**src/rtl/dm9000a_init_seq_pkg.sv**
```systemverilog
// rtl/dm9000a_init_seq_pkg.sv - DM9000A register map, ID constants, FSM/error enums and config table
package ProtocolInfo;

    // DM9000A register indices touched by the init sequence
    localparam logic [7:0] REG_NCR  = 8'h00;
    localparam logic [7:0] REG_NSR  = 8'h01;
    localparam logic [7:0] REG_RCR  = 8'h05;
    localparam logic [7:0] REG_GPR  = 8'h1F;
    localparam logic [7:0] REG_VIDL = 8'h28;
    localparam logic [7:0] REG_VIDH = 8'h29;
    localparam logic [7:0] REG_PIDL = 8'h2A;
    localparam logic [7:0] REG_PIDH = 8'h2B;
    localparam logic [7:0] REG_ISR  = 8'hFE;
    localparam logic [7:0] REG_IMR  = 8'hFF;

    // Identity the chip must report before it is configured
    localparam logic [15:0] VENDOR_ID_EXP  = 16'h0A46;
    localparam logic [15:0] PRODUCT_ID_EXP = 16'h9000;

    typedef enum logic [3:0] {
        ST_IDLE,
        ST_HW_RST,
        ST_HW_WAIT,
        ST_ID_RD,
        ST_ID_CHK,
        ST_CFG_WR,
        ST_CFG_WAIT,
        ST_DONE,
        ST_ERROR
    } state_t;

    typedef enum logic [1:0] {
        ERR_NONE    = 2'd0,
        ERR_ID      = 2'd1,
        ERR_TIMEOUT = 2'd2
    } err_code_t;

    // Which parameterised delay follows a config write
    typedef enum logic [1:0] {
        WAIT_NONE,
        WAIT_PHY,
        WAIT_RST
    } wait_sel_t;

    typedef struct packed {
        logic [7:0] addr;
        logic [7:0] data;
        wait_sel_t  wait_sel;
    } cfg_entry_t;

    localparam int CFG_LEN = 6;

    // PHY power-up, software reset, clear status, clear ISR, enable RX, enable IRQs
    localparam cfg_entry_t CFG_TABLE [CFG_LEN] = '{
        '{addr: REG_GPR, data: 8'h00, wait_sel: WAIT_PHY},
        '{addr: REG_NCR, data: 8'h01, wait_sel: WAIT_RST},
        '{addr: REG_NSR, data: 8'h2C, wait_sel: WAIT_NONE},
        '{addr: REG_ISR, data: 8'h3F, wait_sel: WAIT_NONE},
        '{addr: REG_RCR, data: 8'h39, wait_sel: WAIT_NONE},
        '{addr: REG_IMR, data: 8'h81, wait_sel: WAIT_NONE}
    };

    // Out-of-range indices (after the last entry) read as an all-zero entry
    function automatic cfg_entry_t cfg_lookup(input logic [2:0] idx);
        cfg_entry_t e;
        e = '{addr: 8'h00, data: 8'h00, wait_sel: WAIT_NONE};
        if (int'(idx) < CFG_LEN) begin
            e = CFG_TABLE[idx];
        end
        return e;
    endfunction

endpackage

```
**src/rtl/dm9000a_init_seq_delay_cnt.sv**
```systemverilog
// rtl/dm9000a_init_seq_delay_cnt.sv - loadable 32-bit down counter with zero flag
module dm9000a_delay_cnt (
    input  logic        i_clk,
    input  logic        i_rst,
    input  logic        i_load,
    input  logic [31:0] i_load_val,
    output logic        o_zero
);

    logic [31:0] r_count;

    // Load wins; otherwise count down and park at zero
    always_ff @(posedge i_clk) begin
        if (i_rst) begin
            r_count <= 32'd0;
        end else if (i_load) begin
            r_count <= i_load_val;
        end else if (r_count != 32'd0) begin
            r_count <= r_count - 32'd1;
        end
    end

    assign o_zero = (r_count == 32'd0);

endmodule

```
**src/rtl/dm9000a_init_seq.sv**
```systemverilog
// rtl/dm9000a_init_seq.sv - DM9000A hardware reset, ID check and register init sequencer
module dm9000a_init_seq
    import ProtocolInfo::*;
#(
    parameter int unsigned RST_HOLD_CYC = 1000,
    parameter int unsigned RST_WAIT_CYC = 100,
    parameter int unsigned PHY_WAIT_CYC = 2000000,
    parameter int unsigned ACK_TIMEOUT  = 1024
) (
    input  logic        clk100,
    input  logic        rst,
    input  logic        start,
    output logic        chip_rst_n,
    output logic        req,
    output logic        req_write,
    output logic [7:0]  req_addr,
    output logic [15:0] req_wdata,
    input  logic        ack,
    input  logic [15:0] rdata,
    output logic        busy,
    output logic        done,
    output logic        error,
    output logic [1:0]  err_code,
    output logic [15:0] vendor_id,
    output logic [15:0] product_id
);

    // A wait of N cycles loads N-1 and leaves the state on the zero flag
    localparam logic [31:0] C_HOLD_LD = (RST_HOLD_CYC > 0) ? 32'(RST_HOLD_CYC - 1) : 32'd0;
    localparam logic [31:0] C_RSTW_LD = (RST_WAIT_CYC > 0) ? 32'(RST_WAIT_CYC - 1) : 32'd0;
    localparam logic [31:0] C_TO_LD   = (ACK_TIMEOUT  > 0) ? 32'(ACK_TIMEOUT  - 1) : 32'd0;

    function automatic logic [31:0] wait_len(input wait_sel_t sel);
        case (sel)
            WAIT_PHY: return 32'(PHY_WAIT_CYC);
            WAIT_RST: return 32'(RST_WAIT_CYC);
            default:  return 32'd0;
        endcase
    endfunction

    state_t      r_state;
    state_t      w_next;
    logic [2:0]  r_idx;
    logic        r_req;
    logic        r_write;
    logic [7:0]  r_addr;
    logic [15:0] r_wdata;
    logic [15:0] r_vendor;
    logic [15:0] r_product;
    err_code_t   r_err;

    logic        w_cnt_load;
    logic [31:0] w_cnt_val;
    logic        w_cnt_zero;
    logic        w_launch;
    logic        w_ack_ok;
    logic        w_timeout;
    logic        w_id_fail;
    logic        w_clear;
    logic        w_idx_clr;
    logic        w_l_write;
    logic [7:0]  w_l_addr;
    logic [15:0] w_l_wdata;
    cfg_entry_t  w_cur_cfg;
    logic [31:0] w_cur_wait;
    logic        w_unused_rdata_hi;

    assign w_cur_cfg         = cfg_lookup(r_idx);
    assign w_cur_wait        = wait_len(w_cur_cfg.wait_sel);
    assign w_unused_rdata_hi = ^rdata[15:8];

    // One counter serves every wait state and the per-access ack timeout
    dm9000a_delay_cnt u_delay_cnt (
        .i_clk      (clk100),
        .i_rst      (rst),
        .i_load     (w_cnt_load),
        .i_load_val (w_cnt_val),
        .o_zero     (w_cnt_zero)
    );

    // State register
    always_ff @(posedge clk100) begin
        if (rst) begin
            r_state <= ST_IDLE;
        end else begin
            r_state <= w_next;
        end
    end

    // Next state plus the strobes that steer the access and capture registers
    always_comb begin
        w_next     = r_state;
        w_cnt_load = 1'b0;
        w_cnt_val  = C_TO_LD;
        w_launch   = 1'b0;
        w_ack_ok   = 1'b0;
        w_timeout  = 1'b0;
        w_id_fail  = 1'b0;
        w_clear    = 1'b0;
        w_idx_clr  = 1'b0;
        w_l_write  = 1'b0;
        w_l_addr   = 8'h00;
        w_l_wdata  = 16'h0000;
        case (r_state)
            ST_IDLE, ST_DONE, ST_ERROR: begin
                if (start) begin
                    w_clear = 1'b1;
                    if (RST_HOLD_CYC != 0) begin
                        w_next     = ST_HW_RST;
                        w_cnt_load = 1'b1;
                        w_cnt_val  = C_HOLD_LD;
                    end else if (RST_WAIT_CYC != 0) begin
                        w_next     = ST_HW_WAIT;
                        w_cnt_load = 1'b1;
                        w_cnt_val  = C_RSTW_LD;
                    end else begin
                        w_next = ST_ID_RD;
                    end
                end
            end
            ST_HW_RST: begin
                if (w_cnt_zero) begin
                    if (RST_WAIT_CYC != 0) begin
                        w_next     = ST_HW_WAIT;
                        w_cnt_load = 1'b1;
                        w_cnt_val  = C_RSTW_LD;
                    end else begin
                        w_next = ST_ID_RD;
                    end
                end
            end
            ST_HW_WAIT: begin
                if (w_cnt_zero) begin
                    w_next = ST_ID_RD;
                end
            end
            ST_ID_RD: begin
                w_l_addr = REG_VIDL + {5'd0, r_idx};
                if (!r_req) begin
                    w_launch   = 1'b1;
                    w_cnt_load = 1'b1;
                end else if (ack) begin
                    w_ack_ok = 1'b1;
                    if (r_idx == 3'd3) begin
                        w_next = ST_ID_CHK;
                    end
                end else if (w_cnt_zero) begin
                    w_timeout = 1'b1;
                    w_next    = ST_ERROR;
                end
            end
            ST_ID_CHK: begin
                w_idx_clr = 1'b1;
                if (r_vendor == VENDOR_ID_EXP && r_product == PRODUCT_ID_EXP) begin
                    w_next = ST_CFG_WR;
                end else begin
                    w_id_fail = 1'b1;
                    w_next    = ST_ERROR;
                end
            end
            ST_CFG_WR: begin
                w_l_write = 1'b1;
                w_l_addr  = w_cur_cfg.addr;
                w_l_wdata = {8'h00, w_cur_cfg.data};
                if (!r_req) begin
                    w_launch   = 1'b1;
                    w_cnt_load = 1'b1;
                end else if (ack) begin
                    w_ack_ok = 1'b1;
                    if (w_cur_wait != 32'd0) begin
                        w_next     = ST_CFG_WAIT;
                        w_cnt_load = 1'b1;
                        w_cnt_val  = w_cur_wait - 32'd1;
                    end else if (r_idx == 3'(CFG_LEN - 1)) begin
                        w_next = ST_DONE;
                    end
                end else if (w_cnt_zero) begin
                    w_timeout = 1'b1;
                    w_next    = ST_ERROR;
                end
            end
            ST_CFG_WAIT: begin
                // The wait itself is the low gap, so the next write launches on exit
                w_l_write = 1'b1;
                w_l_addr  = w_cur_cfg.addr;
                w_l_wdata = {8'h00, w_cur_cfg.data};
                if (w_cnt_zero) begin
                    if (r_idx == 3'(CFG_LEN)) begin
                        w_next = ST_DONE;
                    end else begin
                        w_next     = ST_CFG_WR;
                        w_launch   = 1'b1;
                        w_cnt_load = 1'b1;
                    end
                end
            end
            default: begin
                w_next = ST_IDLE;
            end
        endcase
    end

    // Status outputs decoded from the state
    always_comb begin
        busy       = 1'b1;
        done       = 1'b0;
        error      = 1'b0;
        chip_rst_n = 1'b1;
        case (r_state)
            ST_IDLE:   busy = 1'b0;
            ST_DONE:   begin busy = 1'b0; done  = 1'b1; end
            ST_ERROR:  begin busy = 1'b0; error = 1'b1; end
            ST_HW_RST: chip_rst_n = 1'b0;
            default:   ;
        endcase
    end

    // Access request, table index, ID capture and error code registers
    always_ff @(posedge clk100) begin
        if (rst) begin
            r_req     <= 1'b0;
            r_write   <= 1'b0;
            r_addr    <= 8'h00;
            r_wdata   <= 16'h0000;
            r_idx     <= 3'd0;
            r_vendor  <= 16'h0000;
            r_product <= 16'h0000;
            r_err     <= ERR_NONE;
        end else begin
            if (w_launch) begin
                r_req   <= 1'b1;
                r_write <= w_l_write;
                r_addr  <= w_l_addr;
                r_wdata <= w_l_wdata;
            end else if (w_ack_ok || w_timeout) begin
                r_req <= 1'b0;
            end

            if (w_clear || w_idx_clr) begin
                r_idx <= 3'd0;
            end else if (w_ack_ok) begin
                r_idx <= r_idx + 3'd1;
            end

            if (w_clear) begin
                r_vendor  <= 16'h0000;
                r_product <= 16'h0000;
            end else if (w_ack_ok && r_state == ST_ID_RD) begin
                case (r_idx[1:0])
                    2'd0: r_vendor[7:0]   <= rdata[7:0];
                    2'd1: r_vendor[15:8]  <= rdata[7:0];
                    2'd2: r_product[7:0]  <= rdata[7:0];
                    default: r_product[15:8] <= rdata[7:0];
                endcase
            end

            if (w_clear) begin
                r_err <= ERR_NONE;
            end else if (w_id_fail) begin
                r_err <= ERR_ID;
            end else if (w_timeout) begin
                r_err <= ERR_TIMEOUT;
            end
        end
    end

    assign req        = r_req;
    assign req_write  = r_write;
    assign req_addr   = r_addr;
    assign req_wdata  = r_wdata;
    assign err_code   = r_err;
    assign vendor_id  = r_vendor;
    assign product_id = r_product;

endmodule

```
**config.mk**
```make
export PLATFORM = sky130hd
export DESIGN_NAME = dm9000a_init_seq
export DESIGN_NICKNAME = d
export VERILOG_FILES = /design/src/rtl/dm9000a_init_seq_pkg.sv /design/src/rtl/dm9000a_init_seq_delay_cnt.sv /design/src/rtl/dm9000a_init_seq.sv
export SDC_FILE = /design/constraint.sdc
export NUM_CORES = 1
export LEC_CHECK = 0
export ABC_AREA = 1
export BUFFER_PORTS_ARGS = -buffer_cell sky130_fd_sc_hd__buf_2
export CAP_MARGIN = 30
export CORE_MARGIN = 2
export CORE_UTILIZATION = 55
export DETAILED_ROUTE_END_ITERATION = 10
export HOLD_SLACK_MARGIN = 0.12
export PLACE_DENSITY = 0.75
export SLEW_MARGIN = 20
export SYNTH_ARGS = -nofsm -noshare
export SYNTH_HDL_FRONTEND = slang
export SYNTH_SLANG_ARGS = --single-unit
```
**constraint.sdc**
```tcl
create_clock -name clk100 -period 2.7 [get_ports clk100]
set_clock_uncertainty 0.15 [all_clocks]
set_input_delay 0.405 -clock clk100 [delete_from_list [all_inputs] [get_ports clk100]]
set_output_delay 0.405 -clock clk100 [all_outputs]
set_load 0.005 [all_outputs]
```
==> impl_metrics.csv, run 1 <==
group,metric,value,unit
route,dr.pass1.iters,5,
flow_run,maxCapViolCount,0,
cells_and_area,final_layout_size_suffix_gt1_share,16.0,%
timing,timing.final.crit_share,90.5,%
synthesis,syn_inst,689,
clock_tree,postCtsHoldBufs,0,
clock_tree,post_cts_buffers,0,
route,remaining_drc_errors,0,
synthesis,ys_warn_count,0,
clock_tree,cts_tree,"built",
synthesis,yosysTopAreaCell,"dfxtp_1",
cells_and_area,final_common_cell,"nand2_1",
timing,drv_slew,0,
route,drtAntennaViolNets,0,
route,vias_per_cell,5.23,
die,coreArea,8220,sq um
synthesis,yosys.area_share.simple,33.9,%
setup_path,endpoint_kind,"flip-flop",
power,p_leak,2.58,nW
synthesis,syn-cell-area,4660,sq um
clock_tree,cts_buffers,9,
timing,fin_hold_ws,0.168,ns
placement,gp_congestion,0.972,
die,die_area,9220,sq um
die,dieHeight,96.0,microns
cells_and_area,regArea,1760,sq um
cells_and_area,nets,776,
timing,setup_tns,0,ns
synthesis,syn_avg_cell_area,6.76,sq um
timing,grt_setup_unrepaired,"no",
grt,antenna_found_initial,0,
synthesis,synthAdderAreaFrac,1.61,%
clock_tree,clkSlewWorstSetupHoldPaths,0.09,ns
synthesis,synth-xor-area-share,4.51,%
synthesis,synthTopCellsByArea,"dfxtp_1, nand2_1, nor2_1",
route,wl_per_cell,13.7,microns
clock_tree,clk_latency,0.36,ns
cells_and_area,fillers,764,
clock_tree,clk_root_buffer_cell,"clkbuf_8",
synthesis,synth_compound_area_share,11.7,%
route,drtIter0Drc,213,
grt,grt_max_degree,35,
grt,grtUsageTotal,26.6,%
synthesis,ys_types,36,
synthesis,seq_area_frac_synth,37.8,%
cells_and_area,final_cell_mix,"nand2_1, nor2_1, dfxtp_1, inv_1, buf_2",
synthesis,synth-seq-cells,88,
grt,grt_pass1_wl,19300,microns
setup_path,path_class,"reg2reg",
timing,max_freq,0.409,GHz
setup_path,cp-start-kind,"flip-flop",
die,io_pins,84,
cells_and_area,syn2layout_area_growth,12.0,%
timing,final_hold_viol_count,0,
grt,grt_pass1_vias,4140,
cells_and_area,diodes,0,
synthesis,synth_top_family_by_area,"simple AND/OR/NAND/NOR gates",
min_path,hold_class,"in2reg",
clock_tree,clk_path_buf_depth,2,
setup_path,crit_arrival,2.57,ns
power,irDropWorstVdd,0.000371,V
die,rows,33,
placement,hpwlAfterDp,8920,microns
placement,port_buffers,66,
setup_path,cp_max_fo,18,
timing,fin_crit,2.44,ns
power,power.density,839,nW/um^2
die,start_util,56.7,%
cells_and_area,multi_input_area,2450,sq um
timing,setup_viol,0,
clock_tree,cts_sinks,88,
die,die_x,96.0,microns
setup_path,required,2.83,ns
clock_tree,cts_resized,0,
synthesis,synth.top_cell.area_share,37.8,%
grt,gr-total-overflow,0,
clock_tree,htree_levels,3,
synthesis,synthMuxAreaShare,0,%
route,wl,11800,microns
outcome,outcome,"finished clean",
route,vias,4496,
## logic make-up (layout without fill, tap and decap cells)
| logic type | Yosys count | in the layout |
|---|---|---|
| simple gates | 363 | 363 |
| buf+inv | 108 | 166 |
| fa+ha+maj | 6 | 6 |
| other cells | 1 | 9 |
| xor+xnor | 24 | 24 |
| flops | 88 | 88 |
| compound gates | 99 | 99 |
## area by class of cell
| cell class | count | share of cell area (%) |
|---|---|---|
| Multi-Input combinational cell | 501 | 46.9 |
| Inverter | 80 | 5.75 |
| Clock inverter | 6 | 1.75 |
| Tap cell | 105 | 2.52 |
| Timing Repair Buffer | 70 | 6.90 |
| Clock buffer | 10 | 2.44 |
| Sequential cell | 88 | 33.7 |
## Yosys cell counts (all sizes together)
cell type / number
nand2: 172
nor2: 141
dfxtp: 88
inv: 80
a21oi: 51
o21ai: 29
nand3: 24
buf: 17
xor2: 16
a211oi: 12
clkbuf: 11
nor3: 10
nand4: 8
xnor2: 8
ha: 6
a31oi: 3
nor3b: 3
nor4: 3
o21a: 2
conb: 1
nand3b: 1
o211ai: 1
o31ai: 1
or2: 1
## per-stage QoR
stage	setup WS, ns	power, mW	std cells	instance area [sq um]	util, %
after floorplan	0.838	3.02	697	4690	-
after global placement	0.355	3.30	844	5000	60.9
after detailed placement	0.288	3.35	844	5000	60.9
after CTS	0.263	4.36	860	5220	63.5
after global routing	0.0532	4.70	860	5220	63.5
final	0.256	4.38	860	5220	63.5
## sequential cells by signal (all words and copies together), names as in the netlist, 2 cells and up
register / cells
r_idx: 3
product_id: 16
err_code: 2
req_wdata: 6
vendor_id: 16
req_addr: 7
r_state: 4
u_delay_cnt.r_count: 32
## critical path: stages (launching register included)
cell and delay, ns:
dfxtp_1 0.39, inv_1 0.18, ha_1 0.19, nand2_1 0.09, nand2_1 0.13, nand2_1 0.09
nand2_4 0.09, nand2_4 0.12, inv_2 0.28, nand2_1 0.34, nor3b_1 0.31
## where the power goes
part	total [mW]	leakage (nW)	switching [mW]	internal, mW
Combinational	1.77	1.77	1.18	0.590
Clock	1.02	0.0991	0.493	0.525
Sequential	1.59	0.712	0.149	1.44
Total	4.38	2.58	1.82	2.56
## final timing paths
check | depth (start not counted) | endpoint | slack (ns) | start
setup reg to reg | 10 | u_delay_cnt.r_count[23] | 0.26 | r_idx[0]
setup / recovery | 10 | u_delay_cnt.r_count[23] | 0.26 | r_idx[0]
hold / removal | 3 | vendor_id[15] | 0.17 | rdata[7]
hold reg to reg | 2 | req_write | 0.31 | req_write
## metal layers
layer | track usage [%] | up-vias | wire length, microns
li1 | - | 2273 | -
met1 | 34.3 | 2043 | 5130
met2 | 44.1 | 160 | 5560
met3 | 4.93 | 20 | 833
met4 | 10.5 | 0 | 290
met5 | 0 | - | 0
(Power assumes the default switching activity.)
==> run 2, diff against run 1 <==
- GPL_ROUTABILITY_DRIVEN: default -> 1
- PLACE_DENSITY: 0.75 -> 0.88
==> run 2 against run 1 <==
Against the previous run: fmax is 1.7% higher; critical path depth is 1 higher; global-route usage is 0.19 points lower; power down 2.1%; routed wire length is 2.3% lower; sequential cell count stayed put; register-to-register slack better by 0.04 ns; cell count grew 0.12%; critical endpoint unchanged; highest routed layer unchanged.
==> impl_metrics.csv, run 2 (same netlist as run 1, synthesis figures left out) <==
group,metric,value,unit
outcome,outcome,"finished clean",
route,vias,4510,
power,intPower,2.41,mW
grt,antenna_found_initial,0,
flow_run,maxCapViolCount,0,
setup_path,crit_slowest_cell,"nand2_1",
clock_tree,cts_buffers,9,
cells_and_area,final_layout_size_suffix_gt1_share,16.3,%
route,dr.pass1.iters,5,
placement,port_buffers,66,
timing,worst_pin_slew,0.502,ns
route,vias_per_cell,5.24,
cells_and_area,post-route-util,63.5,%
setup_path,cp.buffers_inverters,2,
setup_path,crit_family,"simple AND/OR/NAND/NOR gates",
placement,hpwlAfterDp,8720,microns
setup_path,rrSetupSlack,0.30,ns
grt,grt_pass1_wl,19100,microns
clock_tree,clkSlewWorstSetupHoldPaths,0.11,ns
timing,final_hold_viol_count,0,
min_path,whs_path_depth,3,
timing,max_freq,0.416,GHz
timing,grt_setup_unrepaired,"no",
cells_and_area,syn2layout_area_growth,12.0,%
timing,setup_tns,0,ns
clock_tree,cts_resized,0,
cells_and_area,nets,777,
setup_path,rr_worst_depth,11,
setup_path,cp.depth,11,
setup_path,cp_max_fo,18,
cells_and_area,top_register,"u_delay_cnt.r_count",
grt,grt_max_degree,25,
clock_tree,clk_latency,0.38,ns
grt,gr-total-overflow,0,
power,p_switching,1.88,mW
die,start_util,56.7,%
route,wl,11500,microns
cells_and_area,final_common_cell,"nand2_1",
power,p_leak,2.59,nW
clock_tree,post_cts_buffers,0,
cells_and_area,largest_reg_flops,32,
route,wl_per_cell,13.4,microns
clock_tree,cts_sinks,88,
setup_path,crit_arrival,2.51,ns
route,drtAntennaViolNets,0,
cells_and_area,diodes,0,
power,power_frac_seq,36.9,%
power,swShare,43.8,%
die,coreArea,8220,sq um
route,drtIter0Drc,319,
setup_path,endpoint_kind,"flip-flop",
setup_path,slowest_delay,0.37,ns
power,irDropWorstVdd,0.000444,V
clock_tree,clk_root_buffer_cell,"clkbuf_8",
route,remaining_drc_errors,0,
timing,timing.final.crit_share,89.0,%
grt,grtUsageTotal,26.5,%
clock_tree,htree_levels,3,
min_path,hold_class,"in2reg",
die,rows,33,
clock_tree,cts_tree,"built",
setup_path,path_class,"reg2reg",
cells_and_area,fillers,733,
timing,fin_hold_ws,0.153,ns
timing,slew_headroom,66.2,%
cells_and_area,multi_input_area,2450,sq um
die,die_x,96.0,microns
die,dieHeight,96.0,microns
timing,setup_viol,0,
power,p_comb_share,41.4,%
setup_path,cp-start-kind,"flip-flop",
timing,drv_slew,0,
die,die_area,9220,sq um
die,io_pins,84,
placement,gp_congestion,0.969,
cells_and_area,regArea,1760,sq um
timing,fin_crit,2.40,ns
setup_path,cp_common_cell,"nand2_4",
clock_tree,postCtsHoldBufs,0,
setup_path,required,2.80,ns
power,pwr-share-clk,21.7,%
cells_and_area,final_cell_mix,"nand2_1, nor2_1, dfxtp_1, inv_1, buf_2",
setup_path,path_cells,"inv_1 > ha_1 > nand2_2 > nor2_4 > nand2_4 > nor2_8 > nand2_4 > nand2_4 > inv_2 > nand2_1 > nor3b_1",
grt,grt_pass1_vias,4144,
power,power.density,821,nW/um^2
clock_tree,clk_path_buf_depth,2,
run 2: cell types whose count changed in the layout (fill, tap and decap cells not counted), sizes merged:
cell	previous run	this run
inv	81	83
clkinvlp	3	0
bufinv	2	0
clkbuf	10	9
buf	70	71
clkinv	0	4
run 2: metrics by stage:
| stage | power, mW | instances | worst slack [ns] | area (sq um) |
|---|---|---|---|---|
| finish | 4.28 | 861 | 0.297 | 5220 |
| global route | 4.59 | 861 | 0.0965 | 5220 |
| CTS | 4.27 | 861 | 0.300 | 5220 |
| detailed placement | 3.34 | 845 | 0.326 | 5010 |
| global placement | 3.29 | 845 | 0.380 | 5010 |
| floorplan | 3.02 | 697 | 0.838 | 4690 |
run 2: layout make-up:
type                       count  area share [%]
inverter                      80            5.75
clock buffer                   9            2.37
sequential                    88            33.8
tap                          105            2.52
clock inverter                 7            1.65
multi-input combinational    501            46.9
timing repair buffer          71            7.05
run 2: path summary, 6_finish.rpt:
path                                from                 endpoint
setup / recovery  u_delay_cnt.r_count[0]  u_delay_cnt.r_count[23]
hold / removal                  rdata[0]            product_id[8]
setup reg to reg  u_delay_cnt.r_count[0]  u_delay_cnt.r_count[23]
hold reg to reg              err_code[1]              err_code[1]
run 2: power by group through the flow:
| stage | Combinational [mW] | Sequential [mW] | Clock (mW) |
|---|---|---|---|
| after floorplan | 1.44 | 1.58 | 0 |
| after global placement | 1.69 | 1.60 | 0 |
| after detailed placement | 1.74 | 1.61 | 0 |
| after CTS | 1.75 | 1.58 | 0.937 |
| after global routing | 2.00 | 1.60 | 0.990 |
| final | 1.77 | 1.58 | 0.928 |
run 2: per-layer routing:
metal	vias up	GRT usage [%]	part of all wire (%)
li1	2284	-	-
met1	2048	32.1	42
met2	153	46.2	50
met3	25	4.62	5.3
met4	0	10.5	2.5
met5	-	0	0
run 2: worst reg2reg max path: cells and delay by family (launching register included):
family	cells	cell delay, ns
simple gates	8	1.32
flops	1	0.34
buf+inv	2	0.24
fa+ha+maj	1	0.22
